--- src/rtl/fifo_rd_stream.sv ---
// Read-side stream adapter: pops words from an asynchronous-read FIFO
// into a two-entry registered skid buffer and presents them on a
// valid/ready interface. The pop strobe depends only on registered
// occupancy, so there is no combinational path from m_ready_i to fifo_rd_o.
module fifo_rd_stream #(
  parameter int WordLength = 8,
  parameter int CntBits    = 16
) (
  input  logic                  clk_i,
  input  logic                  rst_ni,
  input  logic                  flush_i,
  input  logic                  fifo_empty_i,
  input  logic [WordLength-1:0] fifo_rd_data_i,
  output logic                  fifo_rd_o,
  output logic                  m_valid_o,
  input  logic                  m_ready_i,
  output logic [WordLength-1:0] m_data_o,
  output logic [1:0]            level_o,
  output logic [CntBits-1:0]    xfer_cnt_o
);

  // The buffer state is its occupancy: the number of valid words held.
  typedef enum logic [1:0] {
    S_EMPTY = 2'd0,
    S_ONE   = 2'd1,
    S_TWO   = 2'd2
  } state_e;

  state_e                state_q, state_d;
  logic [WordLength-1:0] slot0_q, slot0_d;
  logic [WordLength-1:0] slot1_q, slot1_d;
  logic [CntBits-1:0]    xfer_q, xfer_d;
  logic                  pop;
  logic                  drain;

  // Pop whenever there is room, based on registered occupancy only.
  assign pop        = !fifo_empty_i && (state_q != S_TWO) && !flush_i;
  assign drain      = (state_q != S_EMPTY) && m_ready_i;
  assign fifo_rd_o  = pop;
  assign m_valid_o  = (state_q != S_EMPTY);
  assign m_data_o   = slot0_q;
  assign level_o    = state_q;
  assign xfer_cnt_o = xfer_q;

  // Next-state: occupancy transitions, slot shifting and transfer count.
  always_comb begin
    state_d = state_q;
    slot0_d = slot0_q;
    slot1_d = slot1_q;
    xfer_d  = xfer_q + {{(CntBits-1){1'b0}}, drain};
    if (flush_i) begin
      // Buffered words are dropped; slot contents are left as they are.
      state_d = S_EMPTY;
    end else begin
      unique case (state_q)
        S_EMPTY: begin
          if (pop) begin
            slot0_d = fifo_rd_data_i;
            state_d = S_ONE;
          end
        end
        S_ONE: begin
          if (pop && drain) begin
            slot0_d = fifo_rd_data_i;
          end else if (pop) begin
            slot1_d = fifo_rd_data_i;
            state_d = S_TWO;
          end else if (drain) begin
            state_d = S_EMPTY;
          end
        end
        S_TWO: begin
          // No pop is possible here, so a drain just shifts the skid word up.
          if (drain) begin
            slot0_d = slot1_q;
            state_d = S_ONE;
          end
        end
        default: state_d = S_EMPTY;
      endcase
    end
  end

  // State and data registers with asynchronous clear.
  always_ff @(posedge clk_i or negedge rst_ni) begin
    if (!rst_ni) begin
      state_q <= S_EMPTY;
      slot0_q <= '0;
      slot1_q <= '0;
      xfer_q  <= '0;
    end else begin
      state_q <= state_d;
      slot0_q <= slot0_d;
      slot1_q <= slot1_d;
      xfer_q  <= xfer_d;
    end
  end

endmodule
--- config.mk ---
export PLATFORM = sky130hd
export DESIGN_NAME = fifo_rd_stream
export DESIGN_NICKNAME = d
export VERILOG_FILES = /design/src/rtl/fifo_rd_stream.sv
export SDC_FILE = /design/constraint.sdc
export NUM_CORES = 1
export LEC_CHECK = 0
export ABC_AREA = 1
export CORE_ASPECT_RATIO = 0.7
export CORE_MARGIN = 5
export CORE_UTILIZATION = 30
export CTS_CLUSTER_DIAMETER = 150
export CTS_CLUSTER_SIZE = 28
export DETAILED_ROUTE_END_ITERATION = 16
export GPL_TIMING_DRIVEN = 0
export PLACE_DENSITY = 0.66
export SLEW_MARGIN = 40
export SYNTH_ARGS = -nofsm -noshare
export SYNTH_HDL_FRONTEND = slang
export SYNTH_SLANG_ARGS = --single-unit
--- constraint.sdc ---
create_clock -name clk_i -period 1.6 [get_ports clk_i]
set_input_delay 0.32 -clock clk_i [delete_from_list [all_inputs] [get_ports clk_i]]
set_output_delay 0.32 -clock clk_i [all_outputs]
set_load 0.02 [all_outputs]
==> run metrics <==
Clock Power Share roughly a quarter; run status finished, violations left; RSZ-0062 raised after global routing true; fin. max-slew vios 0; sequential group share of total power 45.7%; Netlist Area Pre-Place 0.00171 mm2; Avg Cell Area, Syn ~8.5 um2; Critical Path Fanout Max 9; total chip power 2.57 mW; global-route wire length before repair approximately 6500 um; Hold WC Path Type flip-flop to flip-flop; Seq/Total Area, Yosys 49.8%; Die ar. 0.00733 mm2; Nets 278; Synth cell types 25; Post-DRT Antenna Nets 0; Synth Register Bits 34; pre-CTS WS -0.553 ns; Sink Count 34; clock slew at reported path FFs ~0.07 ns; VDD IR max 0.000682 V; CP arrival approximately 1.3 ns; WL/cell 11.9 um; # setup viols final 1; switching part of the total 33.1%; core area between 0.005 and 0.006 mm2; Die X 100 um; leak pwr 1.33 nW; vias in the first global route 1378; Crit Path Category flip-flop to primary output; power per cell area approximately 1000 mW/mm2; failing checks setup timing; number of synthesis warnings 0; NetSw about 0.85 mW; detailed placer's ending HPWL 2830 um; Tot GR Track Use 11.3%; CTS tree yes; final instance area approximately 0.0025 mm2; Final period util 101%; syn_nets 216; Port Buf Inserts 40; layout cells sized above 1 23.5%; latest clock arrival within the worst-skew pair 0.28 ns; Crit path required time 1.28 ns; Max-slew headroom between 70% and 80%; placed cell areas 0.00227 mm2; Root Buffer clkbuf_8; DR pass1 iterations 4; crit start category flip-flop; Layout area overhead 47.3%; WL final 4040 um; Gate power share 29.1%; fin crit period 1.61 ns; internal power about 1.7 mW; Placer Congestion a little under 0.8; commonest non-fill, non-tap cell in the layout nand2_1; final worst-path setup slack -0.0143 ns; Fillers between 500 and 600; Initial Utilization 30.4%; CTS max path bufs 2; most frequent cells in the layout 71 x nand2_1, 32 x dfrtp_1, 19 x dlygate4sd2_1; maxcap violations 0; GRT overflow 0; Boundary Pins 41; hold_ws 0.467 ns; die height roughly 73 um; ANT cells 0; initial antenna violation count 0; largest net degree at the start of global routing 22; total number of vias 1473; Remaining DRCs 0; DR iter-0 viols 30; Cells after Synth 201; Via density 4.35; total CTS buffers 5; skew final 0.00807 ns; Worst Tran Pin Value 0.366 ns; Final Hold Fails 0; Crit. End Element primary output; row cnt 23; H-tree Lvls 2; Fmax about 0.62 GHz
-- synth_stat cells --
| cell | n | share of area (%) |
|---|---|---|
| nand3_1 | 17 | 5.0 |
| nor3_1 | 2 | 0.59 |
| ha_1 | 2 | 1.5 |
| buf_6 | 2 | 1.3 |
| inv_4 | 1 | 0.37 |
| nand3_2 | 1 | 0.59 |
| nor2_2 | 2 | 0.73 |
| a21oi_1 | 1 | 0.29 |
| nand3_4 | 1 | 1.0 |
| inv_2 | 2 | 0.44 |
| nor2_1 | 12 | 2.6 |
| nor2_4 | 1 | 0.66 |
| nand2_4 | 1 | 0.66 |
| o21ai_1 | 1 | 0.29 |
| dfrtp_1 | 34 | 50 |
| nand2_1 | 75 | 16 |
| a21oi_2 | 2 | 1.0 |
| xnor2_1 | 5 | 2.6 |
| nor2_8 | 1 | 1.2 |
| xor2_1 | 5 | 2.6 |
| o21ai_2 | 7 | 3.6 |
| nand4_1 | 4 | 1.5 |
| o21ai_0 | 2 | 0.59 |
| inv_1 | 18 | 4.0 |
| nand2_2 | 2 | 0.73 |
-- layer usage --
metal / GRT usage, % / wire [um] / vias up
li1: - / - / 758
met1: 15.7 / 2040 / 681
met2: 16.2 / 1760 / 30
met3: 4.68 / 225 / 4
met4: 2.69 / 21 / 0
met5: 0 / 0 / -
-- logic make-up (layout without fill, tap and decap cells) --
logic type	Yosys count	after routing	synth area share (%)
and+or+nand+nor	119	119	31.7
DFF	34	34	49.8
buffers and inverters	23	86	6.08
AOI/OAI and AO/OA	13	13	5.79
xor gates and xnor gates	10	10	5.13
adders and majority gates	2	2	1.46
-- power groups by stage --
stage          combinational (mW)  clock [mW]  sequential (mW)
2_1_floorplan               0.267           0             1.31
3_3_place_gp                0.733           0             1.18
3_5_place_dp                0.751           0             1.19
4_1_cts                     0.730       0.685             1.17
5_1_grt                     0.827       0.727             1.20
6_report                    0.747       0.650             1.18
-- final cells by class --
cell class | instances | area [um2] | area share (%)
repair buffers | 55 | 523 | 20.8
clock buffers | 7 | 86.3 | 3.43
plain buffers | 2 | 26.3 | 1.04
well taps | 75 | 93.8 | 3.73
inverters | 21 | 91.3 | 3.63
flip-flops and latches | 34 | 853 | 33.9
clock inverters | 1 | 5.00 | 0.199
multi-input cells | 144 | 837 | 33.3
-- stage by stage --
stage	setup TNS, ns	util [%]	instances
after floorplan	-0.167	-	201
after global placement	-27.31	40.1	316
after detailed placement	-6.90	40.5	317
after CTS	-0.0841	43.0	331
after global routing	-0.423	44.8	339
final	-0.0143	44.8	339
-- worst max-delay path: stages, from the launching register on --
cell      delay, ns
dfrtp_2        0.43
clkinv_4       0.10
nand2_4        0.07
buf_8          0.12
inv_8          0.05
nor3_4         0.11
buf_6          0.14
-- registers in the layout (all words and copies together), names as in the netlist --
register,flops
m_data_o,8
slot1_q,8
xfer_cnt_o,16
level_o,2
-- worst paths after layout --
kind / start / end / slack, ns / cells after the start
max: level_o[0] / fifo_rd_o / -0.01 / 6
min: m_data_o[4] / m_data_o[4] / 0.47 / 2
max reg2reg: level_o[0] / xfer_cnt_o[12] / 0.01 / 11
min reg2reg: m_data_o[4] / m_data_o[4] / 0.47 / 2
max in group asynchronous: rst_ni / level_o[0] / 0.68 / 3
min in group asynchronous: rst_ni / m_data_o[5] / 0.48 / 2
-- repair_timing --
item	CTS	global route
resized for setup	32	15
hold buffers	1	0
pin swaps	3	0
setup endpoints to repair	29	18
hold endpoints to repair	13	0
buffers inserted	5	8
cloned	0	0
Note: power is estimated with default switching activity, not from simulation.
